`config.mk`:
```
export PLATFORM = sky130hd
export DESIGN_NAME = hazard_controller
export DESIGN_NICKNAME = d
export VERILOG_FILES = /design/src/rtl/hazard_controller_pkg.sv /design/src/rtl/hazard_controller_sat_counter.sv /design/src/rtl/hazard_controller.sv
export SDC_FILE = /design/constraint.sdc
export NUM_CORES = 1
export LEC_CHECK = 0
export CORE_MARGIN = 2
export CORE_UTILIZATION = 49
export CTS_BUF_LIST = sky130_fd_sc_hd__clkbuf_4 sky130_fd_sc_hd__clkbuf_8 sky130_fd_sc_hd__clkbuf_16
export DETAILED_ROUTE_END_ITERATION = 16
export PLACE_DENSITY_LB_ADDON = 0.15
export SLEW_MARGIN = 20
export SYNTH_ARGS = -nofsm -noshare
export SYNTH_HDL_FRONTEND = slang
export SYNTH_SLANG_ARGS = --single-unit
```
`constraint.sdc`:
```
create_clock -name clk -period 2.5 [get_ports clk]
set_input_delay 0.25 -clock clk [delete_from_list [all_inputs] [get_ports clk]]
set_output_delay 0.25 -clock clk [all_outputs]
set_load 0.01 [all_outputs]
```
`src/rtl/hazard_controller_pkg.sv`:
```
// Shared types for the pipeline hazard sequencer: FSM encoding, register
// constants and the bundle of control outputs driven toward the ID stage.
package hazard_controller_pkg;

   localparam int unsigned REG_W = 5;
   localparam logic [REG_W-1:0] REG_ZERO = 5'd0;

   typedef enum logic [1:0] {
      RUN    = 2'd0,
      FREEZE = 2'd1,
      ERROR  = 2'd2
   } hc_state_e;

   typedef struct packed {
      logic data_hazard;
      logic control_hazard;
      logic pc_write;
      logic if_id_write;
      logic if_id_flush;
      logic pipe_freeze;
      logic error;
   } hc_ctrl_t;

   localparam hc_ctrl_t CTRL_PROCEED = '{data_hazard: 1'b1, control_hazard: 1'b0,
                                         pc_write: 1'b1, if_id_write: 1'b1,
                                         if_id_flush: 1'b0, pipe_freeze: 1'b0,
                                         error: 1'b0};

   localparam hc_ctrl_t CTRL_RESET   = '{data_hazard: 1'b1, control_hazard: 1'b0,
                                         pc_write: 1'b0, if_id_write: 1'b0,
                                         if_id_flush: 1'b1, pipe_freeze: 1'b1,
                                         error: 1'b0};

   localparam hc_ctrl_t CTRL_STALL   = '{data_hazard: 1'b0, control_hazard: 1'b0,
                                         pc_write: 1'b0, if_id_write: 1'b0,
                                         if_id_flush: 1'b0, pipe_freeze: 1'b0,
                                         error: 1'b0};

   localparam hc_ctrl_t CTRL_FLUSH   = '{data_hazard: 1'b1, control_hazard: 1'b1,
                                         pc_write: 1'b1, if_id_write: 1'b1,
                                         if_id_flush: 1'b1, pipe_freeze: 1'b0,
                                         error: 1'b0};

   localparam hc_ctrl_t CTRL_FREEZE  = '{data_hazard: 1'b1, control_hazard: 1'b0,
                                         pc_write: 1'b0, if_id_write: 1'b0,
                                         if_id_flush: 1'b0, pipe_freeze: 1'b1,
                                         error: 1'b0};

   localparam hc_ctrl_t CTRL_ERROR   = '{data_hazard: 1'b1, control_hazard: 1'b1,
                                         pc_write: 1'b0, if_id_write: 1'b0,
                                         if_id_flush: 1'b0, pipe_freeze: 1'b1,
                                         error: 1'b1};

endpackage

```
`src/rtl/hazard_controller_sat_counter.sv`:
```
// Saturating up-counter with synchronous active-low clear; holds at all-ones.
module sat_counter #(
   parameter int unsigned CNT_W = 16
) (
   input  logic             clk,
   input  logic             reset,
   input  logic             inc,
   output logic [CNT_W-1:0] count
);

   localparam logic [CNT_W-1:0] CNT_MAX = '1;

   always_ff @(posedge clk) begin
      if (!reset) begin
         count <= '0;
      end else if (inc && (count != CNT_MAX)) begin
         count <= count + CNT_W'(1);
      end
   end

endmodule

```
`src/rtl/hazard_controller.sv`:
```
// Pipeline hazard sequencer: load-use / branch-operand stalls, taken-branch
// flush, dmem freeze with deferred flush, watchdog trap and activity counters.
module hazard_controller
   import hazard_controller_pkg::*;
#(
   parameter int unsigned CNT_W      = 16,
   parameter int unsigned FREEZE_MAX = 64
) (
   input  logic             clk,
   input  logic             reset,
   input  logic [4:0]       id_rs,
   input  logic [4:0]       id_rt,
   input  logic             id_branch,
   input  logic             id_jump,
   input  logic             branch_taken,
   input  logic             id_ex_mem_read,
   input  logic             id_ex_reg_write,
   input  logic [4:0]       id_ex_dest,
   input  logic             ex_mem_mem_read,
   input  logic [4:0]       ex_mem_dest,
   input  logic             dmem_busy,
   output logic             data_hazard,
   output logic             control_hazard,
   output logic             pc_write,
   output logic             if_id_write,
   output logic             if_id_flush,
   output logic             pipe_freeze,
   output logic             error,
   output logic [CNT_W-1:0] stall_cycles,
   output logic [CNT_W-1:0] flush_events
);

   localparam int unsigned FRZ_W = (FREEZE_MAX > 2) ? $clog2(FREEZE_MAX) : 1;
   localparam logic [FRZ_W-1:0] FRZ_LAST = FRZ_W'(FREEZE_MAX - 1);

   hc_state_e        state, state_nxt;
   logic [FRZ_W-1:0] frz_cnt, frz_cnt_nxt;
   logic             flush_pend, flush_pend_nxt;
   hc_ctrl_t         ctrl;
   logic             stall_inc, flush_inc;
   logic [CNT_W-1:0] stall_cnt, flush_cnt;

   logic ex_hit, mem_hit, load_use, br_dep, dstall, flush_req;

   // x0 is hard-wired, so a zero destination never matches a source
   assign ex_hit    = (id_ex_dest != REG_ZERO) &&
                      ((id_ex_dest == id_rs) || (id_ex_dest == id_rt));
   assign mem_hit   = (ex_mem_dest != REG_ZERO) &&
                      ((ex_mem_dest == id_rs) || (ex_mem_dest == id_rt));
   assign load_use  = id_ex_mem_read & ex_hit;
   assign br_dep    = id_branch & ((id_ex_reg_write & ex_hit) |
                                   (ex_mem_mem_read & mem_hit));
   assign dstall    = load_use | br_dep;
   assign flush_req = branch_taken | id_jump;

   always_ff @(posedge clk) begin
      if (!reset) begin
         state      <= RUN;
         frz_cnt    <= '0;
         flush_pend <= 1'b0;
      end else begin
         state      <= state_nxt;
         frz_cnt    <= frz_cnt_nxt;
         flush_pend <= flush_pend_nxt;
      end
   end

   always_comb begin
      state_nxt      = state;
      frz_cnt_nxt    = frz_cnt;
      flush_pend_nxt = flush_pend;
      ctrl           = CTRL_PROCEED;
      stall_inc      = 1'b0;
      flush_inc      = 1'b0;

      if (!reset) begin
         ctrl           = CTRL_RESET;
         state_nxt      = RUN;
         frz_cnt_nxt    = '0;
         flush_pend_nxt = 1'b0;
      end else begin
         case (state)
            ERROR: begin
               ctrl      = CTRL_ERROR;
               stall_inc = 1'b1;
            end
            // FREEZE behaves as RUN in the cycle dmem_busy releases, so that
            // cycle is the first RUN cycle and carries any deferred flush
            RUN, FREEZE: begin
               if (dmem_busy) begin
                  ctrl           = CTRL_FREEZE;
                  stall_inc      = 1'b1;
                  flush_pend_nxt = flush_pend | flush_req;
                  if (frz_cnt == FRZ_LAST) begin
                     state_nxt = ERROR;
                  end else begin
                     state_nxt   = FREEZE;
                     frz_cnt_nxt = frz_cnt + FRZ_W'(1);
                  end
               end else begin
                  state_nxt      = RUN;
                  frz_cnt_nxt    = '0;
                  flush_pend_nxt = 1'b0;
                  if (dstall) begin
                     ctrl      = CTRL_STALL;
                     stall_inc = 1'b1;
                  end else if (flush_req || flush_pend) begin
                     ctrl      = CTRL_FLUSH;
                     flush_inc = 1'b1;
                  end
               end
            end
            default: begin
               state_nxt = RUN;
            end
         endcase
      end
   end

   sat_counter #(.CNT_W(CNT_W)) u_stall_cnt (
      .clk   (clk),
      .reset (reset),
      .inc   (stall_inc),
      .count (stall_cnt)
   );

   sat_counter #(.CNT_W(CNT_W)) u_flush_cnt (
      .clk   (clk),
      .reset (reset),
      .inc   (flush_inc),
      .count (flush_cnt)
   );

   assign data_hazard    = ctrl.data_hazard;
   assign control_hazard = ctrl.control_hazard;
   assign pc_write       = ctrl.pc_write;
   assign if_id_write    = ctrl.if_id_write;
   assign if_id_flush    = ctrl.if_id_flush;
   assign pipe_freeze    = ctrl.pipe_freeze;
   assign error          = ctrl.error;

   // Counters read as zero for the whole reset cycle, not just after the edge
   assign stall_cycles = reset ? stall_cnt : '0;
   assign flush_events = reset ? flush_cnt : '0;

endmodule

```
# == After elaboration in Yosys (flattened, before gate mapping) ==
# Cells that the tools add are included.
# op_classes
n_eq_ne,10
addsub,3
mul,0
div,0
reduce_logical,12
bitwise_logic,8
magnitude_cmp,0
shift,0
mux,22
# op_table
op,n
"16-bit by 1-bit adder with 16-bit output, second input constant",2
16-bit 2-to-1 mux,2
"16-bit inequality test, second input constant",2
7-bit 2-to-1 mux,3
5-bit equality test,4
6-bit 2-to-1 mux,3
7-bit case mux with 2 select lines,1
5-bit nonzero test,2
1-bit 2-to-1 mux,9
"6-bit by 1-bit adder with 6-bit output, second input constant",1
"6-bit equality test, second input constant",1
1-bit bitwise AND,4
1-bit logical AND,4
2-bit 2-to-1 mux,2
1-bit bitwise OR,4
2-bit case mux with 2 select lines,1
1-bit logical OR,3
"2-bit by 1-bit equality test with 1-bit output, second input constant",1
"2-bit equality test, second input constant",1
2-bit zero test,1
"2-bit inequality test, second input constant",1
1-bit case mux with 2 select lines,1
2-bit AND reduction,1
2-bit OR reduction,1
# totals
ff_bits,41
inputBits,29
out_inout_bits,39
ramBits,0
mem_bits_ro,0
latchBits,0
elab_cells,60
memories,0

# == Longest topological paths before layout ==
# logic_depth
ltp_word,12
depth_mapped,8
mapped_depth_nobuf,7

# == Cells and area by module ==
# A second synthesis with hierarchy kept.
# unflattened
hier_cells,333
area_unflattened_um2,2678.8
# by_module_without_submodules
module,n_inst,area_each_um2,cells_each
sat_counter,2,837.1,97
hazard_controller,1,1004.7,139

# == Worst setup path after synthesis ==
# No wires, ideal clock.
# synth_path
kind,input -> output
from,input port ex_mem_dest[0]
to,output port pc_write
arrival_time_ps,1929
setup_slack_ps,321
cell_stages,7
path_buffers,2
required_ps,2250
cell_sequence,or3_1 > o311a_1 > a221oi_2 > buf_2 > nor2_1 > nor2_1 > buf_4
# synth_via
elab_chain_len,11
elab_cells_between_ends,13
classes_between,2 x eq/ne; 4 x mux; 4 x bitwise; 3 x reduce/logical
# synth_rtl
element,line,text
"start, declared",hazard_controller.sv:20,"input logic [4:0] ex_mem_dest,"
5-bit equality test,hazard_controller.sv:49,((ex_mem_dest == id_rs) || (ex_mem_dest == id_rt));
1-bit logical OR,hazard_controller.sv:49,
1-bit logical AND (*),hazard_controller.sv:48,assign mem_hit = (ex_mem_dest != REG_ZERO) &&
1-bit bitwise AND (*),hazard_controller.sv:52,(ex_mem_mem_read & mem_hit));
1-bit bitwise OR (*),hazard_controller.sv:51,assign br_dep = id_branch & ((id_ex_reg_write & ex_hit) |
1-bit bitwise AND (*),hazard_controller.sv:51,
1-bit bitwise OR (*),hazard_controller.sv:53,assign dstall = load_use | br_dep;
7-bit 2-to-1 mux (*),hazard_controller.sv:104,if (dstall) begin
7-bit 2-to-1 mux (*),hazard_controller.sv:90,if (dmem_busy) begin
7-bit case mux with 2 select lines (*),hazard_controller.sv:82,case (state)
7-bit 2-to-1 mux (*),hazard_controller.sv:76,if (!reset) begin
"end, declared",hazard_controller.sv:24,"output logic pc_write,"
# Mark *: on every way between the ends. The rest lies on a longest branch, timed or not.

# == Worst setup path after layout ==
# layout_path
from,input port ex_mem_dest[0]
to,output port data_hazard
# layout_via
elab_chain_len,11
elab_cells_between_ends,13
classes_between,2 x eq/ne; 4 x mux; 4 x bitwise; 3 x reduce/logical
# layout_rtl
element,line,text
5-bit equality test,hazard_controller.sv:49,
1-bit logical OR,hazard_controller.sv:49,
1-bit logical AND (*),hazard_controller.sv:48,
1-bit bitwise AND (*),hazard_controller.sv:52,
1-bit bitwise OR (*),hazard_controller.sv:51,
1-bit bitwise AND (*),hazard_controller.sv:51,
1-bit bitwise OR (*),hazard_controller.sv:53,
7-bit 2-to-1 mux (*),hazard_controller.sv:104,
7-bit 2-to-1 mux (*),hazard_controller.sv:90,
7-bit case mux with 2 select lines (*),hazard_controller.sv:82,
7-bit 2-to-1 mux (*),hazard_controller.sv:76,
"end, declared",hazard_controller.sv:22,"output logic data_hazard,"
# Marked as above.

==> metrics.txt <==
Tcrit/Tclk final=between 90 and 100%; clock tree buffer depth=2; Min-Delay Path Class=reg -> reg; switching power total=about 0.36 mW; Yosys cell types=46; Tmin final=about 2.4 ns; Placed Cells incl. Taps=462; Post-Synthesis Cells=326; vias in the first global route=about 2400; Setup crit end kind=output pin; routed via count=2597; crit start category=input port; CTS H-tree depth=2; Post-Synth XOR/XNOR Area=7.09%; status=completed; Setup Slack @ Placement=-0.263 ns; vias per std cell=between 5 and 6; GRT Util Overall=22.0%; CTS Sinks=41; worst-path maximum fanout=20; most frequent cell after synthesis=dfxtp_1; PortBufs=67; P&R area growth vs syn=33.6%; 1st-pass router iterations=4; Mapped Nets=358; leakage power total=1.31 nW; pin count of the biggest net entering global routing=24; # diodes=0; Post-synth EDFFs=0; slew margin rel.=between 60% and 70%; Layout Cells excl Fill=470; measured slew at the worst slew-check pin=0.485 ns; TritonCTS buffer count=5; DRT met1 WL=2960 um; Worst-Skew Late Latency=~0.29 ns; setup violators final=0; Root Buffer=clkbuf_8; Top delay family on crit path=buffers and inverters; Slew Limit Fails=0; maximum vdd ir drop=between 200 and 300 uV; DRT antenna net count=0; Mean Syn Cell Area=7.95 um2; final hold slack=0.505 ns; area of the core=5110 um2; DRT iter0 DRCs=118; unrepaired setup endpoints after global routing=true; grt ovf=0; clock network fraction of total power=33.6%; first-pass GRT wire length=10900 um; met3 routed WL=about 370 um; Initial Util=50.8%; Worst path max stage delay=0.42 ns; Die Area=5890 um2; Post-DP HPWL=4800 um; DRC errors left=0; max layer used=met4; CTS tree=built; Synth Area in Compound Gates=12.7%; Final Hold Vio Count=0; WS Path Type=in -> out; sequential fraction of the synthesis area=31.7%; Synth Flop Type=dfxtp_1; largest family of logic cells by synthesized area=simple AND/OR/NAND/NOR gates; Synth top cells by count=dfxtp_1, nor2_1, and2_1; Buf/Inv on CP=3; post-route setup slack=0.0618 ns; P_int=1.01 mW; final setup TNS=0 ns; row count=26; drt wl/cell=approximately 14 um; share of post-route cells with drive strength above 1=11.3%; Yosys top cell area share=31.7%; Die Y=76.7 um; power share of the combinational group=17.0%; Synth Warn #=0; routability cong.=0.806; Slowest-stage cell, CP=clkdlybuf4s50_1; reg-to-reg slack, setup=0.30 ns; achievable clock frequency=roughly 410 MHz; mux contribution to synthesized area=8.16%; number of I/O pins=68; crit-path cells=clkdlybuf4s50_1, or3_1, o311a_1, a22o_1, buf_4, nand3_1, dlygate4sd2_1; total wire length=6430 um; ys async rst share=0%; largest cells by area after synthesis=dfxtp_1, and2_1, xnor2_1, nor2_1, mux2_2; Synth Area in Adders=1.45%; max-cap check violation count=0; die extent in x=76.7 um; simple-gate share of the synthesized area=34.6%; final net count=431; Worst Path Arrival=2.19 ns; Worst-path clk slew=0.08 ns; post-route cell area=3460 um2; initial antenna violation count=0; placed instance area=roughly 3400 um2; sw frac=26.2%; Clock Skews=0.0123 ns; sequential group share of total power=49.3%; Critical Path RT=2.25 ns; met2 routed WL=2990 um; post-synth top area cell=dfxtp_1; PwrDens=~390 nW/um2; Seq cells post-synth=41; synthesized cell area=2590 um2
-- cell type report --
cell class                 instances  area (um2)
clock buffer                       6        82.6
clock inverter                     2        13.8
fill                             453        1640
inverter                           8        30.0
multi-input combinational        261        1660
sequential                        41         821
tap                               70        87.6
timing repair buffer              82         766
-- worst min-delay path, stage by stage, from the launching register on --
cell and delay (ns):
dfxtp_1 0.33, o21ai_0 0.07, a21oi_1 0.06
-- flip-flops by register name, summed over array words and instances (netlist names) --
signal / cells
u_stall_cnt.count: 16
u_flush_cnt.count: 16
frz_cnt: 6
flush_pend: 1
state: 2
-- what timing repair did --
action / in CTS / in global routing
buffers inserted: 1 / 0
hold buffers: 0 / 0
endpoints found under the hold margin: 0 / 0
pin swaps: 1 / 0
gates cloned: 0 / 0
setup endpoints to repair: 5 / 5
gates resized for setup: 5 / 7
-- per-stage QoR --
stage	power (mW)	utilization, %
3_5_place_dp	0.921	66.2
5_1_grt	1.42	67.8
2_1_floorplan	0.810	-
4_1_cts	1.38	68.1
6_report	1.36	67.8
3_3_place_gp	0.916	66.2
-- worst paths after layout --
path                                              end  cells past startpoint             startpoint
worst max-delay path                      data_hazard                      7         ex_mem_dest[0]
worst min-delay path            u_stall_cnt.count[13]                      2  u_stall_cnt.count[13]
worst max register to register   u_flush_cnt.count[7]                      6   u_flush_cnt.count[0]
worst min register to register  u_stall_cnt.count[13]                      2  u_stall_cnt.count[13]
-- layer usage --
metal  global-route usage, %  vias up
met5                       0        -
met4                    7.64        0
met3                    5.06       12
met2                    36.6       81
met1                    28.1     1198
li1                        -     1306
-- layout by cell type (no fill, tap or decap), drive strengths merged, types with 9 or more instances in the layout --
cell type,Yosys,final
nor3,11,11
clkbuf,8,9
and2,36,36
nand2,16,16
clkdlybuf4s50,0,62
o21ai,10,10
dfxtp,41,41
buf,8,15
nand3,20,20
nor2,38,38
xnor2,20,20
a21oi,17,17
mux2,17,17
or3,12,12
nand4,11,11
-- kinds of logic (layout without fill, tap and decap cells) --
kind of cell | Yosys count | after routing
compound gates | 50 | 50
xor+xnor | 21 | 21
simple gates | 168 | 168
fa+ha+maj | 3 | 3
mux | 19 | 19
buf+inv | 24 | 98
flops | 41 | 41
-- power by group through the flow --
stage	combinational (mW)	sequential [mW]	clock, mW
finish	0.232	0.673	0.458
detailed placement	0.233	0.688	0
CTS	0.233	0.673	0.474
global placement	0.229	0.688	0
floorplan	0.125	0.686	0
global route	0.255	0.675	0.494
Power figures use the tool's default switching activity.
